## src/rtl/sub_pkg.sv

```systemverilog
// sub_pkg: shared FSM state encoding and default operand width for serial_sub.
package sub_pkg;
  localparam int DEFAULT_WIDTH = 16;
  typedef enum logic [1:0] {IDLE, RUN, DONE} state_t;
endpackage

```

## src/rtl/serial_sub_if.sv

```systemverilog
// serial_sub_if: start/operand request and result bundle of the serial subtractor.
interface serial_sub_if
  import sub_pkg::*;
#(parameter int WIDTH = DEFAULT_WIDTH);
  logic             start;
  logic [WIDTH-1:0] a;
  logic [WIDTH-1:0] b;
  logic             ready;
  logic             done;
  logic [WIDTH-1:0] diff;
  logic             borrow;
  logic             zr;
  logic             ng;
  modport master (output start, a, b, input ready, done, diff, borrow, zr, ng);
  modport slave  (input start, a, b, output ready, done, diff, borrow, zr, ng);
endinterface

```

## src/rtl/half_subtractor.sv

```systemverilog
// half_subtractor: one-bit x minus y producing difference and borrow.
module half_subtractor (
  input  logic x_i,
  input  logic y_i,
  output logic d_o,
  output logic b_o
);
  assign d_o = x_i ^ y_i;
  assign b_o = ~x_i & y_i;
endmodule

```

## src/rtl/serial_sub.sv

```systemverilog
// serial_sub: bit-serial LSB-first subtractor, one bit per clock, WIDTH-cycle latency.
module serial_sub
  import sub_pkg::*;
#(parameter int WIDTH = DEFAULT_WIDTH) (
  input  logic         clk,
  input  logic         reset,
  serial_sub_if.slave  bus
);
  localparam int CW = $clog2(WIDTH + 1);
  state_t           state_q, state_d;
  logic [WIDTH-1:0] a_q, a_d, b_q, b_d, r_q, r_d, diff_q, diff_d;
  logic [CW-1:0]    cnt_q, cnt_d;
  logic             bin_q, bin_d, borrow_q, borrow_d, zr_q, zr_d, ng_q, ng_d;
  logic             d1, b1, d, b2, bout;
  // full-subtract bit built from two half subtractors: (x - y) - bin
  half_subtractor u_hs0 (.x_i(a_q[0]), .y_i(b_q[0]), .d_o(d1), .b_o(b1));
  half_subtractor u_hs1 (.x_i(d1), .y_i(bin_q), .d_o(d), .b_o(b2));
  assign bout = b1 | b2;
  always_comb begin
    state_d  = state_q;
    a_d      = a_q;
    b_d      = b_q;
    r_d      = r_q;
    bin_d    = bin_q;
    cnt_d    = cnt_q;
    diff_d   = diff_q;
    borrow_d = borrow_q;
    zr_d     = zr_q;
    ng_d     = ng_q;
    case (state_q)
      IDLE: if (bus.start) begin
        a_d     = bus.a;
        b_d     = bus.b;
        bin_d   = 1'b0;
        cnt_d   = '0;
        state_d = RUN;
      end
      RUN: begin
        a_d   = a_q >> 1;
        b_d   = b_q >> 1;
        r_d   = {d, r_q[WIDTH-1:1]};
        bin_d = bout;
        cnt_d = cnt_q + CW'(1);
        if (cnt_q == CW'(WIDTH - 1)) begin
          state_d  = DONE;
          diff_d   = r_d;
          borrow_d = bout;
          zr_d     = ~|r_d;
          ng_d     = d;
        end
      end
      default: state_d = IDLE;
    endcase
  end
  always_ff @(posedge clk or posedge reset) begin
    if (reset) begin
      state_q  <= IDLE;
      a_q      <= '0;
      b_q      <= '0;
      r_q      <= '0;
      bin_q    <= 1'b0;
      cnt_q    <= '0;
      diff_q   <= '0;
      borrow_q <= 1'b0;
      zr_q     <= 1'b1;
      ng_q     <= 1'b0;
    end else begin
      state_q  <= state_d;
      a_q      <= a_d;
      b_q      <= b_d;
      r_q      <= r_d;
      bin_q    <= bin_d;
      cnt_q    <= cnt_d;
      diff_q   <= diff_d;
      borrow_q <= borrow_d;
      zr_q     <= zr_d;
      ng_q     <= ng_d;
    end
  end
  assign bus.ready  = (state_q == IDLE);
  assign bus.done   = (state_q == DONE);
  assign bus.diff   = diff_q;
  assign bus.borrow = borrow_q;
  assign bus.zr     = zr_q;
  assign bus.ng     = ng_q;
endmodule
```

## src/flat_wrapper.sv

```systemverilog
// flat-port wrapper written by rule: the top's interface ports become plain ports
module serial_sub_flat import sub_pkg::*;
#(parameter int WIDTH = DEFAULT_WIDTH)
  (clk, reset, bus_start, bus_a, bus_b, bus_ready, bus_done, bus_diff, bus_borrow, bus_zr, bus_ng);
  serial_sub_if #(.WIDTH(WIDTH)) bus_i ();
  input  logic clk;
  input  logic reset;
  input wire logic [$bits(bus_i.start)-1:0] bus_start;
  input wire logic [$bits(bus_i.a)-1:0] bus_a;
  input wire logic [$bits(bus_i.b)-1:0] bus_b;
  output wire logic [$bits(bus_i.ready)-1:0] bus_ready;
  output wire logic [$bits(bus_i.done)-1:0] bus_done;
  output wire logic [$bits(bus_i.diff)-1:0] bus_diff;
  output wire logic [$bits(bus_i.borrow)-1:0] bus_borrow;
  output wire logic [$bits(bus_i.zr)-1:0] bus_zr;
  output wire logic [$bits(bus_i.ng)-1:0] bus_ng;
  assign bus_i.start = bus_start;
  assign bus_i.a = bus_a;
  assign bus_i.b = bus_b;
  assign bus_ready = bus_i.ready;
  assign bus_done = bus_i.done;
  assign bus_diff = bus_i.diff;
  assign bus_borrow = bus_i.borrow;
  assign bus_zr = bus_i.zr;
  assign bus_ng = bus_i.ng;
  serial_sub #(.WIDTH(WIDTH)) u_core (.clk(clk), .reset(reset), .bus(bus_i));
endmodule
```

## config.mk

```make
export PLATFORM = sky130hd
export DESIGN_NAME = serial_sub_flat
export DESIGN_NICKNAME = d
export VERILOG_FILES = /design/src/rtl/sub_pkg.sv /design/src/rtl/serial_sub_if.sv /design/src/rtl/half_subtractor.sv /design/src/rtl/serial_sub.sv /design/src/flat_wrapper.sv
export SDC_FILE = /design/constraint.sdc
export NUM_CORES = 1
export LEC_CHECK = 0
export BUFFER_PORTS_ARGS = -buffer_cell sky130_fd_sc_hd__buf_2
export CAP_MARGIN = 20
export CORE_MARGIN = 2
export CORE_UTILIZATION = 45
export DETAILED_ROUTE_END_ITERATION = 12
export GPL_ROUTABILITY_DRIVEN = 0
export PLACE_DENSITY = 0.63
export SETUP_SLACK_MARGIN = 0.1
export SLEW_MARGIN = 15
export SYNTH_ARGS = -nofsm -noshare
export SYNTH_HDL_FRONTEND = slang
export SYNTH_SLANG_ARGS = --single-unit
```

## constraint.sdc

```tcl
create_clock -name clk -period 2.8 [get_ports clk]
set_clock_uncertainty 0.15 [all_clocks]
set_input_delay 0.14 -clock clk [delete_from_list [all_inputs] [get_ports clk]]
set_output_delay 0.14 -clock clk [all_outputs]
set_load 0.01 [all_outputs]
```

==> results list, run 1 <==
- Syn_nets: 366
- The via count of the first global-routing pass came to 2704.
- Unrepaired setup endpoints after global routing: no
* Power density relative to cell area: 1013 nW/µm²
* Count of fill cells added during filler insertion: 648
- CTS HTree Levels: 3
- The critical path is of the reg2reg type.
* Gr usage total: 18.93%
* Number of flops mapped to enable cells by yosys: 0
- Die W: 91.35 µm
- Layout Area Growth over Synthesis: 26.02%
- Sequence of cells on the critical path: ha_1, and3_1, ha_1, nand3b_4, mux2_2
- Worst-path cell with the longest stage delay: sky130_fd_sc_hd__dfrtp_1
- Detail-routed via count per cell: 5.218
- Fraction of the yosys area taken by sequential cells: 53.24%
- Switching Power: 1.543 mW
* Worst EP arrival: 2090 ps
- At the end of the flow, the number of nets in the layout was 448.
- The worst hold path belongs to the class in2reg.
- Headroom to the max-slew limit came out at 62.31%.
* Post-synthesis cell count: 328
- Via count of the routed design: 2682
* Post-synthesis instance area: 3433 µm²
* Total number of placement rows: 31
- The most common cell in the synthesized netlist is sky130_fd_sc_hd__dfrtp_1.
- Final setup fails: 0
* Max-slew violation count: 0
* Nature of the critical path endpoint: flip-flop
- Entering global routing, the biggest net connects 74 pins.
- The first global-routing pass estimated 12780 µm of wire.
- Total chip power: 4.382 mW
* Most repeated library cell on the critical path: sky130_fd_sc_hd__ha_1
- Mean routed wirelength per cell: 14.19 µm
- The final critical path takes up 71.71% of the cycle.
- Global routing finished with a remaining overflow of 0.
* DRC violations left: 0
- Ranked by instance count, the synthesized netlist is headed by 72 x sky130_fd_sc_hd__dfrtp_1, 52 x sky130_fd_sc_hd__nand2_1, 31 x sky130_fd_sc_hd__a21oi_1, 30 x sky130_fd_sc_hd__a22oi_1, 28 x sky130_fd_sc_hd__nor2b_1.
- Summed over its instances, the top area cell type makes up 52.48% of the synthesized netlist area.
- CTS sink cnt: 73
* Share of total power in the clock network: 22.7%
- Top Ports: 56
- Max-cap violations in this run came to 0.
* Flip-flop and latch count after synthesis: 73
- The die covers 8344 µm².
- The largest total area in the synthesized netlist belongs to sky130_fd_sc_hd__dfrtp_1.
- Sequential cells burn 42.6% of the power.
- Maximum VDD drop: 0.0004393 V
* Length of the first detailed-routing pass in iterations: 4
* Clk root buf: sky130_fd_sc_hd__clkbuf_8
- On the worst path, the slowest cell contributes a delay of 420 ps.
- Counting flops with an async set or reset pin after synthesis yields a share of 100.0%.
- Biggest fanout along the worst timing path: 21
* Fmax achieved: 0.4981 GHz
* Comb power frac: 34.7%
* Final wirelength: 7294 µm
- TritonCTS built the clock tree.
- Category of the worst setup path launch point: flip-flop
- Fraction of layout cells with a size suffix above 1: 24.58%
* Post_cts resized: 0
* Leakage power of the design: 2.106 nW
- In this run the remaining antenna-violating nets after routing total 0.
* Total setup buffers inserted after CTS: 0
- The total area inside the core boundary comes to 7331 µm².
- The flow ran to the end, and the final reports show no timing, DRC or antenna violations.
- Number of diodes: 0
- The wire-length estimate of the detail-placed layout is 4455 µm.
- Post-CTS clock slew at the launch and capture registers of the worst setup and hold paths: 80 ps
- Switching Fraction: 35.21%
* Final hold vios: 0
* Actual transition at the worst max-transition pin: 565.3 ps
- For this configuration, the core starts out at a cell density of 46.83%.
* Number of buffers created by CTS: 9
- STA puts the critical path data required time at 2880 ps.
* Setup Total Neg Slack: 0 ps
* Count of port buffers added during placement: 55
- The die is 91.35 µm tall.
- Dividing the synthesized area by the synthesized cell count gives 10.47 µm².
* Most used flip-flop cell after synthesis: sky130_fd_sc_hd__dfrtp_1
- The worst path needs 2008 ps of the cycle, external delays included.
- For this run, the number of Yosys warnings is 0.
- Top area cells in the synthesized netlist: sky130_fd_sc_hd__dfrtp_1 52%, sky130_fd_sc_hd__a22oi_1 6.6%, sky130_fd_sc_hd__mux2_4 6.6%
- In this run the deepest clock path goes through 2 buffers.
- Clock latency at the later pin of the worst-skew pair: 340 ps
* Post-synthesis cell type count: 30
* First-iteration detailed-routing DRC count: 92
- The internal power of the cells totals 2.839 mW.
- Initial antenna violation count: 0
[layout by cell type (no fill, tap or decap), types with 7 or more instances in the layout]
cell,netlist,final
sky130_fd_sc_hd__o21ai_1,15,15
sky130_fd_sc_hd__a21oi_1,31,31
sky130_fd_sc_hd__a22oi_1,30,30
sky130_fd_sc_hd__buf_2,11,55
sky130_fd_sc_hd__dlygate4sd3_1,0,33
sky130_fd_sc_hd__nand2_1,52,52
sky130_fd_sc_hd__dfrtp_1,72,72
sky130_fd_sc_hd__mux2_4,15,15
sky130_fd_sc_hd__buf_4,2,7
sky130_fd_sc_hd__nor2b_1,28,26
sky130_fd_sc_hd__o21ai_0,22,22
sky130_fd_sc_hd__clkbuf_8,0,9
[worst paths after layout]
kind                                             startpoint                         endpoint  slack, ps  cells past startpoint
worst max-delay path            u_core.cnt_q[0]$_DFFE_PP0P_  u_core.bus.diff[10]$_DFFE_PP0P_        790                      5
worst max register to register  u_core.cnt_q[0]$_DFFE_PP0P_  u_core.bus.diff[10]$_DFFE_PP0P_        790                      5
worst min-delay path                              bus_start        u_core.a_q[3]$_DFFE_PP0P_        200                      4
worst min register to register     u_core.bin_q$_DFFE_PP0P_         u_core.bin_q$_DFFE_PP0P_        330                      2
min in group asynchronous                             reset   u_core.bus.diff[8]$_DFFE_PP0P_        270                      4
max in group asynchronous                             reset        u_core.bus.zr$_DFFE_PP1P_       1880                      4
[state kept, by name (all words and copies together) (netlist names)]
name               flops
u_core.a_q            16
u_core.b_q            16
u_core.bus.diff       16
u_core.r_q            15
u_core.cnt_q           5
u_core.state_q         2
u_core.bin_q           1
u_core.bus.borrow      1
u_core.bus.zr          1
[what timing repair did]
| item | CTS | global route |
|---|---|---|
| endpoints found under the setup margin | 0 | 0 |
| hold buffers | 33 | 0 |
| hold endpoints to repair | 104 | 0 |
[routing by layer]
metal  up-vias  GRT usage, %  share of wire (%)
met5         -             0                  0
met4         0         7.197                1.5
met3        10         3.071                3.4
met2        63         31.98                 47
met1      1299         24.47                 48
li1       1310             -                  -
[worst max-delay path, delay by kind of cell (launching register included)]
family / cells / cell delay (ps)
flip-flops: 1 / 420
AND/OR/NAND/NOR: 2 / 490
multiplexers: 1 / 370
adder cells (fa/ha/maj): 2 / 450
[power by group through the flow]
| stage | Clock, mW | Sequential, mW | Combinational, mW |
|---|---|---|---|
| after CTS | 1.02 | 1.87 | 1.54 |
| after detailed placement | 0 | 1.88 | 1.50 |
| after global routing | 1.07 | 1.94 | 1.72 |
| final | 0.995 | 1.87 | 1.52 |
| after floorplan | 0 | 1.82 | 1.16 |
| after global placement | 0 | 1.88 | 1.46 |
[layout make-up]
type | count | area [µm²] | share of cell area, %
clock buffer | 9 | 123.9 | 2.863
sequential | 73 | 1828 | 42.25
inverter | 6 | 22.52 | 0.5205
multi-input combinational | 224 | 1431 | 33.08
clock inverter | 7 | 118.9 | 2.747
timing repair buffer | 96 | 678.2 | 15.67
tap | 99 | 123.9 | 2.863
[through the flow]
stage	util, %	cells	hold WS (ps)	worst slack, ps	instance area [µm²]
floorplan	-	328	164.6	658.4	3433
global placement	51.20	465	112.9	826.0	3754
detailed placement	51.20	465	110.6	791.4	3754
CTS	59.02	514	186.1	771.4	4327
global route	59.02	514	257.3	666.9	4327
finish	59.02	514	198.6	792.2	4327
[kinds of logic (layout without fill, tap and decap cells)]
family                     Yosys count  after routing  share of synthesized area (%)
and+or+nand+nor                     99             99                          14.54
buffers and inverters               31            118                          5.357
DFF                                 73             73                          53.24
AOI/OAI and AO/OA                  103            103                          17.71
muxes                               19             19                          7.835
adders and majority gates            3              3                          1.312
Note: power is estimated with default switching activity, not from simulation.
==> inputs of run 2 (changes only) <==
==> constraint.sdc (replaced) <==
create_clock -name clk -period 2.1 [get_ports clk]
set_clock_uncertainty 0.15 [all_clocks]
set_input_delay 0.105 -clock clk [delete_from_list [all_inputs] [get_ports clk]]
set_output_delay 0.105 -clock clk [all_outputs]
set_load 0.01 [all_outputs]
==> run 2 against run 1 <==
  * Global-route usage up 0.98 points
  * Critical path depth up 1
  * Via count up 0.37%
  * Combinational power up 38%
  * Non-clock buffer count up 5
  * Largest cell class unchanged
  * Highest routed layer unchanged
==> results list, run 2 (synthesis gave the netlist of run 1 again) <==
- Using the TritonRoute via totals, the vias-per-cell ratio works out to 5.187.
- Final global-route overflow total: 0
- The worst-case IR drop observed on VDD is 0.0006332 V.
- Relative to the synthesized area, the layout overhead comes to 28.02%.
* Biggest fanout along the worst timing path: 5
* Worst reg2reg path depth: 6
- Final period demand of the worst path: 1889 ps
- The worst register-to-register path begins at u_core.cnt_q[0]$_DFFE_PP0P_.
* TritonCTS clock tree: built
- Setup Total Neg Slack: 0 ps
- Most frequent standard cell in the layout excluding fill and tap cells: sky130_fd_sc_hd__dfrtp_1
- The total count of max-transition violations in the final report was 0.
- Pin count of the biggest net entering global routing: 56
* Worst hold path startpoint: bus_start
- The first detailed-routing pass took 6 iterations.
- Clock latency at the later pin of the worst-skew pair: 340 ps
- Summing all placed instances gives a cell area of 3797 µm².
* Final setup fails: 0
* Final wirelength: 7422 µm
* Non-Filler Cell Area, Final: 4395 µm²
* Fraction of layout cells with a size suffix above 1: 25.48%
- Actual transition at the worst max-transition pin: 662.0 ps
- Type of the tightest min-delay check: in2reg
- The final route contains 2692 vias.
* Mean routed wirelength per cell: 14.30 µm
- The worst setup path is captured at a flip-flop.
- The clock net in this run drives a total of 73 sinks.
- Final worst-path cycle share: 89.96%
- Worst Path Required: 2170 ps
- From left edge to right edge, the die measures 91.35 µm.
* Core Box Area: 7331 µm²
* Count of port buffers added during placement: 55
- Vert. Die Dim: 91.35 µm
- For this design the top-level I/O count stands at 56.
- Number of buffers created by CTS: 9
* Unrepaired setup endpoints after global routing: no
- The worst setup path is of the reg2reg kind.
- Static timing analysis puts the maximum clock frequency at 0.5293 GHz.
- Counting along the longest clock path gives a buffer depth of 2.
- Tracing the worst setup path back leads to its startpoint at u_core.cnt_q[0]$_DFFE_PP0P_.
- Clock-pin slew was measured on the worst setup and hold paths at 70 ps.
* Worst EP arrival: 1960 ps
- For flop-to-flop paths, the worst setup slack is 210 ps.
* CTS HTree Levels: 3
- Most frequent cells in the layout: 71 x sky130_fd_sc_hd__dfrtp_1, 55 x sky130_fd_sc_hd__buf_2, 52 x sky130_fd_sc_hd__nand2_1, 33 x sky130_fd_sc_hd__dlygate4sd3_1, 31 x sky130_fd_sc_hd__a21oi_1
- Via count of the first global-routing pass: 2779
* Hold Path Cell Cnt: 3
- Gr usage total: 19.91%
* DRC violations left: 0
* Category of the worst setup path launch point: flip-flop
- The floorplan has 31 rows.
* Area of the die: 8344 µm²
* Post-DP HPWL: 4664 µm
* Initial Utilization: 46.83%
* Number of diodes: 0
- The first global-routing pass estimated 13220 µm of wire.
* Initial antenna violation count: 0
- For this block, the initial DRC count from the detailed router was 160.
- Final hold vios: 0
* Outcome: finished clean
- Leakage power of the design: 2.139 nW
- The worst pin sits at a relative slew slack of 55.86%.
* Max cap viols: 0
- Clk root buf: sky130_fd_sc_hd__clkbuf_8
* Count of fill cells added during filler insertion: 622
- Final-stage net count: 453
- Final antenna-violating net count: 0
* Power density relative to cell area: 1353 nW/µm²
[run 2: cell count changes in the layout (fill, tap and decap cells not counted)]
cell / previous run / this run
sky130_fd_sc_hd__buf_4: 7 / 10
sky130_fd_sc_hd__dfrtp_2: 0 / 1
sky130_fd_sc_hd__buf_12: 1 / 3
sky130_fd_sc_hd__clkbuf_8: 9 / 10
sky130_fd_sc_hd__dfrtp_1: 72 / 71
sky130_fd_sc_hd__inv_2: 1 / 0
sky130_fd_sc_hd__clkinv_4: 1 / 0
sky130_fd_sc_hd__clkbuf_1: 0 / 1
[run 2: power breakdown]
part / internal (mW) / total, mW / leakage (nW) / switching (mW)
clock: 0.820 / 1.33 / 0.120 / 0.510
combinational: 1.05 / 2.10 / 1.08 / 1.05
sequential: 2.01 / 2.52 / 0.942 / 0.512
total: 3.88 / 5.95 / 2.14 / 2.07
[run 2: routing by layer]
metal  track usage (%)  routed length [µm]  part of all wire, %
met5                 0                   0                    0
met4             5.556                  89                  1.2
met3             6.556                 312                  4.2
met2             32.78                3575                   48
met1             25.20                3446                   46
[run 2: worst max-delay path, stage by stage, from the launching register on]
cell and delay, ps:
sky130_fd_sc_hd__dfrtp_1 410, sky130_fd_sc_hd__ha_1 220, sky130_fd_sc_hd__and3_1 180, sky130_fd_sc_hd__ha_1 210, sky130_fd_sc_hd__nand3b_4 140, sky130_fd_sc_hd__buf_4 160
sky130_fd_sc_hd__mux2_4 300
[run 2: final timing paths]
path,end
worst max register to register,u_core.bus.diff[12]$_DFFE_PP0P_
min in group asynchronous,u_core.b_q[7]$_DFFE_PP0P_
worst min-delay path,u_core.state_q[0]$_DFFE_PP0P_
worst max-delay path,u_core.bus.diff[12]$_DFFE_PP0P_
worst min register to register,u_core.bus.zr$_DFFE_PP1P_
max in group asynchronous,u_core.bus.zr$_DFFE_PP1P_
[run 2: metrics by stage]
step           total power, mW  utilization [%]  hold slack, ps  worst slack (ps)  instances
2_1_floorplan            3.979                -           129.6             295.0        328
3_3_place_gp             4.526            51.80        -0.06578             190.9        467
3_5_place_dp             4.615            51.80          -5.456             150.5        467
5_1_grt                  6.423            59.96           54.98             150.8        519
4_1_cts                  6.009            59.63           7.126             141.5        516
6_report                 5.948            59.96           24.33             210.8        519
[run 2: layout make-up]
type | instances | area (µm²) | area share, %
clock buffers | 11 | 141.4 | 3.217
clock inverters | 5 | 102.6 | 2.334
inverters | 6 | 26.28 | 0.5978
multi-input cells | 224 | 1431 | 32.56
flip-flops and latches | 73 | 1829 | 41.62
well taps | 99 | 123.9 | 2.818
repair buffers | 101 | 740.7 | 16.85
[run 2: repair_timing]
item	4_1_cts	5_1_grt
setup buffers	0	3
endpoints found under the hold margin	50	0
setup endpoints to repair	0	9
hold buffers	33	0
resized for setup	0	1
==> inputs of run 3 (changes only) <==
==> constraint.sdc (replaced) <==
create_clock -name clk -period 1.95 [get_ports clk]
set_clock_uncertainty 0.15 [all_clocks]
set_input_delay 0.0975 -clock clk [delete_from_list [all_inputs] [get_ports clk]]
set_output_delay 0.0975 -clock clk [all_outputs]
set_load 0.01 [all_outputs]
==> run 3 against run 2 <==
  * Utilization grew 2.2 points
  * Count of clock-buffer cells in the layout is the same
  * Critical path depth is the same
  * Non-clock buffer count grew 11
  * Sequential share of layout area shrank 1.5 points
  * Die area is the same
  * Cell count grew 2.1%
  * Hold slack gained 96 ps
  * Worst setup slack lost 92 ps
  * Maximum frequency grew 3.2%
  * Largest power group unchanged
  * Highest routed layer unchanged
==> results list, run 3 (synthesis gave the netlist of run 1 again) <==
- Outcome: finished clean
- In this run the worst path has a maximum fanout of 5.
- Pin count of the biggest net entering global routing: 42
- Startpoint of the lowest-slack register-to-register path: u_core.cnt_q[1]$_DFFE_PP0P_
- In this run, the number of DRC markers left after iteration 0 of detailed routing was 170.
* Final global-route overflow total: 0
- Core Box Area: 7331 µm²
- Subtracting the final worst setup slack from the clock period gives 1831 ps.
- After legalization and detailed placement, the total HPWL measured 4680 µm.
* Worst Hold Margin: 120.3 ps
- The critical path in this run is classified as reg2reg.
* Last element of the critical path: u_core.bus.diff[15]$_DFFE_PP0P_
- Setup repair after global routing could not meet its margin everywhere.
- In this run the number of cells on the critical path is 6.
- GR met1 Demand/Resource: 25.41%
* Final-stage net count: 464
- The worst-case IR drop observed on VDD is 0.0006168 V.
* CTS sink cnt: 73
- Using the TritonRoute via totals, the vias-per-cell ratio works out to 5.283.
- Net switching is 35.04% of the power.
* Wire length of the first global-routing pass: 13250 µm
- The largest single stage delay on the critical path is 390 ps.
- Final setup fails: 0
* Vert. Die Dim: 91.35 µm
* Layout Area Growth over Synthesis: 32.65%
- The via count of the first global-routing pass was 2750.
- The worst register-to-register path ends at u_core.bus.diff[15]$_DFFE_PP0P_.
- Worst-path cell with the longest stage delay: sky130_fd_sc_hd__dfrtp_1
- Clk root buf: sky130_fd_sc_hd__clkbuf_8
- The clock network burns 20.1% of the power.
- Final antenna-violating net count: 0
* Gr usage total: 19.93%
* Clock latency at the later pin of the worst-skew pair: 340 ps
- Power density relative to cell area: 1423 nW/µm²
- Of the total power, registers draw 41.3%.
- After routing the design area is 4554 µm².
- The total count of max-transition violations in the final report was 0.
- CTS built an H-tree with a depth of 3.
* Nature of the critical path endpoint: flip-flop
- The library cells used most frequently in the layout, excluding fill and tap cells, are 72 x sky130_fd_sc_hd__dfrtp_1, 55 x sky130_fd_sc_hd__buf_2, 52 x sky130_fd_sc_hd__nand2_1, 33 x sky130_fd_sc_hd__dlygate4sd3_1, 31 x sky130_fd_sc_hd__a21oi_1.
* Category of the worst setup path launch point: flip-flop
- Mean routed wirelength per cell: 14.50 µm
- Worst Path Required: 2040 ps
* Via count of the routed design: 2800
* First element of the critical path: u_core.cnt_q[1]$_DFFE_PP0P_
- Final worst-path cycle share: 93.90%
* Type of the tightest min-delay check: in2reg
- Final Core Density: 62.13%
* Initial Utilization: 46.83%
- Worst reg2reg path depth: 6
- Final hold vios: 0
* Sequence of cells on the critical path: ha_2, and3_4, ha_4, nand3b_4, bufbuf_16, mux2_4
- Total chip power: 6.479 mW
* Worst EP arrival: 1920 ps
- The initial antenna violation count was 0.
- After routing, the total negative slack on setup checks comes to 0 ps.
- Final wirelength: 7686 µm
- 56 I/O pins were placed.
- Measured against its own limit, the worst slew margin works out to 54.20%.
- In this run the static leakage power is 2.223 nW.
- TritonCTS clock tree: built
* Most frequent standard cell in the layout excluding fill and tap cells: sky130_fd_sc_hd__dfrtp_1
* Internal Power: 4.209 mW
* Length of the first detailed-routing pass in iterations: 4
- Setup slack, reg-to-reg: 120 ps
- Met3 track utilization from global routing: 5.311%
- Area of the die: 8344 µm²
- Number of diodes: 0
- Fmax achieved: 0.5461 GHz
- At the pin with the least slew margin, the transition time is 687.0 ps.
- GRT busiest layer: met2
- Counting both buffers and inverters, the worst setup path holds a total of 1.
- The post-route netlist has 28.07% of its cells at a drive strength greater than 1.
- The floorplan has 31 rows.
- DRC violations left: 0
- Once placement finished, the instance area stood at 3857 µm².
- Switching Power: 2.270 mW
- Count of port buffers added during placement: 55
- Counting along the longest clock path gives a buffer depth of 2.
- Post-CTS clock slew at the launch and capture registers of the worst setup and hold paths: 80 ps
- The tool flagged a number of max-cap violations equal to 0.
* Number of buffers created by CTS: 9
* Top Family by Delay on Critical Path: flip-flops
- Met2 track demand over resource: 33.58%
- Die W: 91.35 µm
- Comb power frac: 38.6%
==> run 3: how the worst min path moves through the flow <==
stage / startpoint / end / cells after the start
after floorplan: bus_b[11] / u_core.b_q[11]$_DFFE_PP0P_ / 2
after global placement: reset / u_core.r_q[10]$_DFFE_PP0P_ / 2
after detailed placement: reset / u_core.r_q[5]$_DFFE_PP0P_ / 2
after CTS: bus_start / u_core.state_q[0]$_DFFE_PP0P_ / 4
after global routing: bus_start / u_core.state_q[0]$_DFFE_PP0P_ / 4
final: bus_start / u_core.state_q[0]$_DFFE_PP0P_ / 4
==> run 3: area by class of cell <==
| type | count | area (µm²) |
|---|---|---|
| clock buffers | 11 | 141.4 |
| clock inverters | 5 | 78.83 |
| fillers | 607 | 2776 |
| inverters | 6 | 26.28 |
| multi-input cells | 224 | 1458 |
| flip-flops and latches | 73 | 1828 |
| well taps | 99 | 123.9 |
| repair buffers | 112 | 898.4 |
==> run 3: routing by layer <==
layer | share of wire (%) | wire [µm]
met2 | 50 | 3821
met1 | 44 | 3366
met4 | 1.7 | 127
met3 | 4.8 | 371
met5 | 0 | 0
==> run 3: repair_timing <==
| item | in CTS | in global routing |
|---|---|---|
| gates resized for setup | 2 | 3 |
| gates cloned | 1 | 0 |
| endpoints found under the hold margin | 55 | 0 |
| pin swaps | 0 | 2 |
| endpoints found under the setup margin | 13 | 16 |
| setup buffers | 8 | 2 |
| hold buffers | 33 | 0 |
==> run 3: worst register-to-register path, stage by stage, from the launching register on <==
cell and delay [ps]:
sky130_fd_sc_hd__dfrtp_1 390, sky130_fd_sc_hd__ha_2 190, sky130_fd_sc_hd__and3_4 180, sky130_fd_sc_hd__ha_4 160, sky130_fd_sc_hd__nand3b_4 100, sky130_fd_sc_hd__bufbuf_16 270
sky130_fd_sc_hd__mux2_4 290
==> run 3: power by group through the flow <==
stage               Clock [mW]  Sequential [mW]  Combinational (mW)
finish                    1.30             2.68                2.50
global route              1.41             2.77                2.81
CTS                       1.34             2.67                2.48
detailed placement           0             2.69                2.32
global placement             0             2.68                2.27
floorplan                    0             2.62                1.67
==> run 3: stage by stage <==
stage / std cells / setup WS (ps)
6_report: 530 / 118.9
5_1_grt: 530 / 55.10
4_1_cts: 528 / 83.48
3_5_place_dp: 470 / 14.27
3_3_place_gp: 470 / 56.69
2_1_floorplan: 328 / 145.1
